`src/rtl/vk_reset_seq.sv`:
```
// vk_reset_seq: reset synchroniser plus sequencer releasing NUM_OUT active-low resets in order.
// Optional software reset input enabled by defining VK_RESET_SEQ_SWRST_EN.
module vk_reset_seq #(
  parameter int SYNC_STAGES = 2,
  parameter int NUM_OUT     = 4,
  parameter int STRETCH     = 16,
  parameter int STEP        = 8
) (
  input  logic               clk_i,
  input  logic               areset_i,
`ifdef VK_RESET_SEQ_SWRST_EN
  input  logic               swrst_i,
`endif
  output logic [NUM_OUT-1:0] sreset_o,
  output logic               done_o
);
  localparam int MAXC = (STRETCH > STEP) ? STRETCH : STEP;
  localparam int CW   = $clog2(MAXC + 1);

  typedef enum logic [1:0] {HOLD, RELEASE, DONE} state_t;

  (* shreg_extract = "no", ASYNC_REG = "TRUE" *) logic [SYNC_STAGES-1:0] r_sync;
  state_t             r_state;
  logic [CW-1:0]      r_cnt;
  logic [NUM_OUT-1:0] r_sreset;
  logic               r_done;
  logic               w_sync_ok;
  logic               w_swrst;
  logic               w_due;
  logic [NUM_OUT-1:0] w_next;

  if (SYNC_STAGES < 2) begin : g_bad_sync
    $error("vk_reset_seq: SYNC_STAGES must be at least 2");
  end
  if (NUM_OUT < 1 || STRETCH < 1 || STEP < 1) begin : g_bad_cfg
    $error("vk_reset_seq: NUM_OUT, STRETCH and STEP must be at least 1");
  end

  assign w_sync_ok = r_sync[SYNC_STAGES-1];
`ifdef VK_RESET_SEQ_SWRST_EN
  assign w_swrst = swrst_i;
`else
  assign w_swrst = 1'b0;
`endif
  // Next release pattern: one more channel shifted in from bit 0; all-ones means last channel.
  assign w_next = (r_sreset << 1) | NUM_OUT'(1);
  assign w_due  = (r_state == HOLD && w_sync_ok && r_cnt == CW'(STRETCH - 1)) ||
                  (r_state == RELEASE && r_cnt == CW'(STEP - 1));

  // Synchroniser chain: async clear, shifts in ones once reset is removed.
  always_ff @(posedge clk_i or negedge areset_i) begin
    if (!areset_i) r_sync <= '0;
    else           r_sync <= {r_sync[SYNC_STAGES-2:0], 1'b1};
  end

  // Sequencer: hold for STRETCH synced cycles, then release one channel every STEP cycles.
  always_ff @(posedge clk_i or negedge areset_i) begin
    if (!areset_i) begin
      r_state  <= HOLD;
      r_cnt    <= '0;
      r_sreset <= '0;
      r_done   <= 1'b0;
    end else if (w_swrst) begin
      r_state  <= HOLD;
      r_cnt    <= '0;
      r_sreset <= '0;
      r_done   <= 1'b0;
    end else if (r_state != DONE) begin
      if (w_due) begin
        r_sreset <= w_next;
        r_cnt    <= '0;
        r_state  <= (&w_next) ? DONE : RELEASE;
        r_done   <= &w_next;
      end else if (r_state == RELEASE || w_sync_ok) begin
        r_cnt <= r_cnt + 1'b1;
      end
    end
  end

  assign sreset_o = r_sreset;
  assign done_o   = r_done;
endmodule

```
`config.mk`:
```
export PLATFORM = sky130hd
export DESIGN_NAME = vk_reset_seq
export DESIGN_NICKNAME = d
export VERILOG_FILES = /design/src/rtl/vk_reset_seq.sv
export SDC_FILE = /design/constraint.sdc
export NUM_CORES = 1
export LEC_CHECK = 0
export ABC_CLOCK_PERIOD_IN_PS = 5800
export CORE_AREA = 8 8 45 47
export CTS_CLUSTER_DIAMETER = 100
export DETAILED_ROUTE_END_ITERATION = 7
export DIE_AREA = 0 0 53 55
export PLACE_DENSITY = 0.71
export SLEW_MARGIN = 20
export SYNTH_ARGS = -nofsm -noshare
export SYNTH_HDL_FRONTEND = slang
export SYNTH_SLANG_ARGS = --single-unit
```
`constraint.sdc`:
```
create_clock -name clk_i -period 5.8 [get_ports clk_i]
set_input_delay 0.58 -clock clk_i [delete_from_list [all_inputs] [get_ports clk_i]]
set_output_delay 0.58 -clock clk_i [all_outputs]
set_load 0.005 [all_outputs]
```
Yosys cells after proc, flatten, opt, wreduce, memory -nomap -nowiden
Cells that the tools add are included.
{"block": "classes", "eq_ne": 4, "reduce_logical": 10, "addsub": 1, "muxes": 3}
{"cell": "$mux W5", "count": 2}
{"cell": "$add A5 B1 Y5 const B", "count": 1}
{"cell": "$eq A5 B3 Y1 const B", "count": 1}
{"cell": "$eq A5 B4 Y1 const B", "count": 1}
{"cell": "$reduce_and A2 Y1", "count": 2}
{"cell": "$logic_and A1 B1 Y1", "count": 3}
{"cell": "$reduce_and A3 Y1", "count": 1}
{"cell": "$eq A2 B1 Y1 const B", "count": 1}
{"cell": "$logic_not A2 Y1", "count": 1}
{"cell": "$logic_or A1 B1 Y1", "count": 2}
{"cell": "$mux W2", "count": 1}
{"cell": "$ne A2 B2 Y1 const B", "count": 1}
{"cell": "$reduce_bool A2 Y1", "count": 1}
{"block": "totals", "output_inout_bits": 5, "input_bits": 2, "regBits": 14}

Logic depth before layout (Yosys ltp)
Gate-level depths: netlist of run 1.
{"block": "logic_depth", "word_depth": 6, "ltp_mapped": 6, "mapped_depth_nobuf": 6}

Least setup slack after synthesis of run 1
No wires, ideal clock.
{"block": "synth_timing", "path_kind": "register -> register", "start": "register r_cnt[0]", "end": "register r_sreset[1] (netlist: sreset_o[1])", "path_slack_ps": 3864, "arrival_time_ps": 1812, "period_less_slack_ps": 1936, "stages_incl_launch_ff": 7, "t_required_ps": 5675, "n_path_buf": 0, "setup_ps": 125, "cell_sequence": "dfrtp_1 -> ha_1 -> and3_1 -> ha_1 -> and4bb_2 -> a31oi_4 -> mux2_2"}
{"block": "synth_via", "elab_chain_cells": 4, "word_cells_on_any_way": 6, "classes_between": "eq/ne (2); reduce/logical (4)"}
{"item": "start, declared", "line_no": "24", "text": "logic [CW-1:0] r_cnt;"}
{"item": "start signal, assigned", "line_no": "75", "text": "r_cnt <= r_cnt + 1'b1;"}
{"item": "$eq A5 B4 Y1 / $eq A5 B3 Y1 (equally long branches)", "line_no": "47, 48"}
{"item": "$logic_and A1 B1 Y1, on equally long branches", "line_no": "47, 48"}
{"item": "$logic_or A1 B1 Y1 *", "line_no": "47", "text": "assign w_due = (r_state == HOLD && w_sync_ok && r_cnt == CW'(STRETCH - 1)) ||"}
{"item": "$reduce_and A2 Y1 (no source line) *"}
{"item": "end signal, assigned", "line_no": "70", "text": "r_sreset <= w_next;"}
{"item": "end, declared", "line_no": "25", "text": "logic [NUM_OUT-1:0] r_sreset;"}
Every way passes the cells marked *; elsewhere a longest branch is shown, timed or not.
A chain may end at the register's enable or synchronous reset.

Worst setup path in the final report of run 1
Ends and elaborated chain as after synthesis.

==> impl_metrics.csv, run 1 <==
group,metric,value,unit
critical_path,crit_path_end_kind,"register",
placed_design,io_buffers,6,
grt,antenna_found_initial,0,
cts,tritoncts,"yes",
logic_synthesis,ys_seq_elements,13,
placed_design,gp_congestion,0.7321,
floorplanning,fp.dieH,55,um
logic_synthesis,yosysTopAreaCell,"dfrtp_1",
layout,finalNonFillerCells,71,
grt,grt.total_usage,0.08066,
cts,clk_pin_slew,0.08,ns
critical_path,worstPathArrival,2.23,ns
detailed_routing,drt_iter0_markers,15,
detailed_routing,drc,0,
critical_path,cp_max_fo,6,
critical_path,start_kind,"register",
logic_synthesis,synth-seq-area-share,0.5394,
detailed_routing,drt_wl_total,983,um
timing,holdWs,0.3543,ns
grt,grt_pass1_vias,364,
timing,tightest_slew,0.5915,ns
logic_synthesis,syn_avg_cell_area,13.40,um^2
critical_path,cp_top_family,"simple AND/OR/NAND/NOR gates",
cts,clockRootBuffer,"clkbuf_4",
cts,clk_latency,0.28,ns
power,power.leakage,0.3194,nW
floorplanning,start_util,0.4358,
cts,htree_levels,1,
floorplanning,die_area,0.002915,mm^2
critical_path,crit_chain,"ha_1 -> and3_1 -> ha_1 -> and4bb_2 -> a31oi_4 -> mux2_2",
detailed_routing,wire_per_inst,13.85,um
timing,slew_viol_final,0,
logic_synthesis,synth.area.top_cells,"dfrtp_1 54%, mux2_2 7.5%, ha_1 4.1%",
placed_design,post-dp-hpwl,733.2,um
placed_design,dp_cells,67,
timing,finalHoldViolCount,0,
critical_path,crit_path_top_delay_cell,"dfrtp_1",
detailed_routing,via_per_inst,5.465,
floorplanning,coreArea,0.001384,mm^2
logic_synthesis,yosys.area.top_type_share,0.5394,
grt,grt_overflow,0,
grt,grt_max_degree,14,
floorplanning,ios,7,
cts,clkSinkCount,13,
floorplanning,die_x,53,um
critical_path,crit_type,"reg -> reg",
logic_synthesis,synth_cell_types,23,
detailed_routing,vias,388,
cts,ctsResizeCount,0,
timing,fmax,484.8,MHz
power,powerDensity,394.8,mW/mm^2
critical_path,critPathBufInv,0,
timing,final.min_clock_period,2.063,ns
logic_synthesis,ys_warn_count,0,
grt,grt_pass1_wl,1656,um
timing,period_share,0.3556,
worst_hold_path,hp-class,"reg -> reg",
layout,drive_gt1_frac,0.2364,
timing,skew,0.005699,ns
floorplanning,row_count,14,
logic_synthesis,syn_area,603.1,um^2
timing,rsz0062_at_grt,"no",
cts,cts_hold_buf,0,
detailed_routing,antenna_left,0,
logic_synthesis,synth.net_count,49,
critical_path,cp_common_cell,"ha_1",
critical_path,critPathRequiredTime,5.97,ns
timing,setup_tns,0,ns
critical_path,worst_path_largest_cell_delay,0.42,ns
timing,setup_viol,0,
timing,slew_headroom,0.6044,
cts,cts_buffer_depth,2,
layout,final_nets,60,
layout,diodes,0,
flow_run,maxCapViolations,0,
layout,synthToLayoutAreaGrowth,17.84,%
cts,cts_buffers,3,
detailed_routing,drt_pass1_iterations,4,
logic_synthesis,synth_cells,45,
cts,post_cts_buffers,0,
power,irDropWorstVdd,0.2139,mV
outcome,status,"finished, final reports clean",
==> routing by layer <==
layer  global-route usage  part of all wire  up-vias
met1              0.09404              0.48      197
met2               0.1211              0.46        9
li1                     -                 -      182
met3              0.03209             0.059        0
met4              0.05172                 0        0
met5                    0                 0        -
==> power breakdown <==
group          switching [W]  internal (W)
Sequential         0.0000291      0.000115
Clock              0.0000305     0.0000255
Combinational      0.0000331     0.0000469
Total              0.0000927      0.000188
==> Yosys cell counts, drive strengths merged <==
| cell type | number |
|---|---|
| nor2 | 3 |
| nor4b | 1 |
| nand2b | 1 |
| nor2b | 1 |
| dfrtp | 13 |
| conb | 1 |
| xnor2 | 1 |
| nor3b | 2 |
| maj3 | 1 |
| a31oi | 1 |
| mux2 | 4 |
| and3 | 1 |
| nand4 | 1 |
| mux2i | 1 |
| and4bb | 1 |
| or2b | 1 |
| ha | 2 |
| inv | 2 |
| nand3 | 2 |
| a22o | 2 |
| o21ai | 2 |
| a211oi | 1 |
==> state kept, by name, indices dropped and copies added (netlist names) <==
signal / flops
r_state: 2
r_sync: 2
r_cnt: 5
sreset_o: 4
==> layout make-up <==
type | instances | area, um^2
Fill cell | 123 | 673.1
Sequential cell | 13 | 325.3
Multi-Input combinational cell | 30 | 270.3
Timing Repair Buffer | 6 | 60.06
Clock buffer | 3 | 22.52
Tap cell | 16 | 20.02
Inverter | 2 | 7.507
Clock inverter | 1 | 5.005
==> metrics by stage <==
step | utilization | worst slack [ns] | instance area (um^2) | power [W]
after global placement | 0.4937 | 3.786 | 683.2 | 0.0002238
after detailed placement | 0.4937 | 3.747 | 683.2 | 0.0002269
final | 0.5136 | 3.737 | 710.7 | 0.0002806
after CTS | 0.5136 | 3.747 | 710.7 | 0.0002840
after global routing | 0.5136 | 3.652 | 710.7 | 0.0003005
after floorplan | - | 3.864 | 603.1 | 0.0002007
==> cells in the final DEF (no fill, tap or decap), drive strengths merged <==
master and instances:
and3 1, mux2 4, a211oi 1, inv 2, mux2i 1, maj3 1
nor2 3, o21ai 2, nand3 2, ha 2, clkdlybuf4s50 6, nor2b 1
clkinv 1, nor4b 1, a31oi 1, dfrtp 13, nor3b 2, and4bb 1
conb 1, clkbuf 3, nand4 1, or2b 1, a22o 2, nand2b 1
xnor2 1
==> kinds of logic after synthesis <==
| kind of cell | share of synthesized area |
|---|---|
| xor gates and xnor gates | 0.01453 |
| adders and majority gates | 0.06016 |
| and+or+nand+nor | 0.1826 |
| AOI/OAI and AO/OA | 0.09337 |
| DFF | 0.5394 |
| muxes | 0.09128 |
| buffers and inverters | 0.01245 |
| other | 0.006218 |
==> final timing paths <==
path | start | to | slack [ns] | depth (start not counted)
min in group asynchronous | areset_i | sreset_o[0] | 0.67 | 1
worst min-delay path | r_sync[0] | r_sync[1] | 0.35 | 0
worst max-delay path | r_cnt[0] | sreset_o[1] | 3.74 | 6
max in group asynchronous | areset_i | r_cnt[3] | 4.74 | 1
worst max register to register | r_cnt[0] | sreset_o[1] | 3.74 | 6
worst min register to register | r_sync[0] | r_sync[1] | 0.35 | 0
==> worst register-to-register path: cells and delay by family, from the launching register on <==
| kind | cells | cell delay [ns] |
|---|---|---|
| compound gates | 1 | 0.23 |
| fa+ha+maj | 2 | 0.46 |
| flops | 1 | 0.42 |
| mux | 1 | 0.36 |
| simple gates | 2 | 0.49 |
(Power assumes the default switching activity.)
==> inputs of run 2 (changes only) <==
--- a/config.mk
+++ b/config.mk
@@ -5,7 +5,7 @@
 export SDC_FILE = /design/constraint.sdc
 export NUM_CORES = 1
 export LEC_CHECK = 0
-export ABC_CLOCK_PERIOD_IN_PS = 5800
+export ABC_CLOCK_PERIOD_IN_PS = 2000
 export CORE_AREA = 8 8 45 47
 export CTS_CLUSTER_DIAMETER = 100
 export DETAILED_ROUTE_END_ITERATION = 7
==> constraint.sdc (replaced) <==
create_clock -name clk_i -period 2 [get_ports clk_i]
set_input_delay 0.2 -clock clk_i [delete_from_list [all_inputs] [get_ports clk_i]]
set_output_delay 0.2 -clock clk_i [all_outputs]
set_load 0.005 [all_outputs]
==> run 2 against run 1 <==
Clock skew up 0.0025 ns; utilization grew 2.4 points; register-to-register slack got worse by 3.6 ns; fmax rose by 7.9%; sequential share of layout area decreased by 2.0 points; non-clock buffer count grew 4; clock power rose to 2.9 times the previous value; clock-buffer cell count is the same; cell area grew 4.6%.
==> impl_metrics.csv, run 2 (synthesis results as in run 1) <==
group,metric,value,unit
outcome,status,"finished, final reports clean",
timing,setup_tns,0,ns
layout,largest_reg_flops,5,
timing,tightest_slew,0.5944,ns
layout,fillers,118,
timing,finalHoldViolCount,0,
detailed_routing,antenna_left,0,
grt,grt_pass1_vias,448,
timing,rsz0062_at_grt,"no",
critical_path,critPathBufInv,0,
critical_path,cp_max_fo,5,
critical_path,crit_path_top_delay_cell,"dfrtp_1",
layout,final_common_cell,"dfrtp_1",
timing,setup_viol,0,
cts,clockRootBuffer,"clkbuf_4",
layout,largest_register,"r_cnt",
detailed_routing,vias,389,
layout,utilization,0.5371,
layout,stdcell_area,743.2,um^2
grt,grt_pass1_wl,1807,um
critical_path,worstPathArrival,2.08,ns
detailed_routing,drt_iter0_markers,1,
floorplanning,row_count,14,
power,power.leakage,0.3375,nW
detailed_routing,drt_wl_total,968,um
timing,slew_headroom,0.6025,
floorplanning,coreArea,0.001384,mm^2
layout,final_nets,64,
cts,clk_pin_slew,0.09,ns
worst_hold_path,hp-class,"in -> async",
floorplanning,fp.dieH,55,um
critical_path,crit_type,"reg -> reg",
placed_design,placed_cell_area,705.7,um^2
cts,clkSinkCount,13,
timing,slew_viol_final,0,
timing,skew,0.008182,ns
floorplanning,die_area,0.002915,mm^2
cts,clk_latency,0.28,ns
critical_path,cp_top_family,"simple AND/OR/NAND/NOR gates",
flow_run,maxCapViolations,0,
cts,cts_buffers,3,
floorplanning,start_util,0.4358,
layout,drive_gt1_frac,0.3051,
critical_path,critPathRequiredTime,2.17,ns
placed_design,gp_congestion,0.7785,
critical_path,worst_path_largest_cell_delay,0.42,ns
power,powerDensity,1130,mW/mm^2
layout,diodes,0,
timing,final.min_clock_period,1.911,ns
placed_design,io_buffers,6,
cts,htree_levels,1,
critical_path,start_kind,"register",
cts,cts_hold_buf,0,
grt,antenna_found_initial,0,
grt,grt_max_degree,14,
placed_design,post-dp-hpwl,719.8,um
floorplanning,ios,7,
grt,grt.total_usage,0.08213,
layout,synthToLayoutAreaGrowth,23.24,%
timing,period_share,0.9557,
cts,cts_buffer_depth,2,
layout,final_cell_mix,"13 x dfrtp_1, 6 x clkdlybuf4s50_1, 4 x mux2_2, 4 x buf_4",
floorplanning,die_x,53,um
timing,fmax,523.2,MHz
detailed_routing,wire_per_inst,12.91,um
critical_path,crit_path_end_kind,"register",
grt,grt_overflow,0,
critical_path,crit_chain,"ha_2 -> and3_1 -> ha_1 -> and4bb_2 -> a31oi_4 -> mux2_2",
cts,tritoncts,"yes",
power,irDropWorstVdd,0.5599,mV
detailed_routing,via_per_inst,5.187,
detailed_routing,drc,0,
detailed_routing,drt_pass1_iterations,3,
-- run 2: cell types whose count changed in the layout (fill, tap and decap cells not counted), sizes merged --
cell / before / now
buf: 0 / 4
-- run 2: cell type report --
cell class                      instances  area, um^2  area share
Clock inverter                          1       5.005    0.006734
Clock buffer                            3       22.52     0.03030
Multi-Input combinational cell         30       272.8      0.3670
Inverter                                2       7.507     0.01010
Timing Repair Buffer                   10       90.09      0.1212
Sequential cell                        13       325.3      0.4377
Tap cell                               16       20.02     0.02694
-- run 2: where the power goes --
group          internal, W  switching [W]
Combinational     0.000161       0.000114
Sequential        0.000335      0.0000686
Clock            0.0000741      0.0000874
Total             0.000570       0.000270
-- run 2: worst paths after layout --
check | from | end | slack (ns) | cells past startpoint
worst max-delay path | r_cnt[0] | sreset_o[2] | 0.09 | 6
worst min-delay path | areset_i | sreset_o[1] | 0.29 | 1
worst max register to register | r_cnt[0] | sreset_o[2] | 0.09 | 6
worst min register to register | r_sync[0] | r_sync[1] | 0.37 | 0
max in group asynchronous | areset_i | r_cnt[2] | 1.31 | 1
min in group clk_i | r_sync[0] | r_sync[1] | 0.37 | 0
-- run 2: metrics by stage --
| step | cells | hold WS [ns] | power [W] | worst slack, ns |
|---|---|---|---|---|
| global placement | 70 | 0.3317 | 0.0006740 | 0.07248 |
| global route | 75 | 0.3388 | 0.0009141 | 0.01128 |
| CTS | 74 | 0.3006 | 0.0008450 | 0.04508 |
| floorplan | 45 | -0.09559 | 0.0005819 | 0.06378 |
| detailed placement | 70 | 0.3455 | 0.0006829 | 0.05764 |
| finish | 75 | 0.2915 | 0.0008399 | 0.08855 |
-- run 2: per-layer routing --
metal,part of all wire,routed length [um],track usage,vias up
met4,0.019,18,0.05172,0
met1,0.50,486,0.09048,190
met2,0.45,433,0.1426,4
li1,-,-,-,191
met3,0.030,29,0.01604,4
met5,0,0,0,-
-- run 2: worst reg2reg max path: stages (launching register included) --
cell	delay (ns)
dfrtp_1	0.42
ha_2	0.20
and3_1	0.18
ha_1	0.17
and4bb_2	0.26
a31oi_4	0.23
mux2_2	0.36
-- run 2: repair_timing --
item                                    CTS  global route
endpoints found under the hold margin     0             0
resized for setup                         0             1
setup buffers                             0             1
endpoints found under the setup margin    0             3
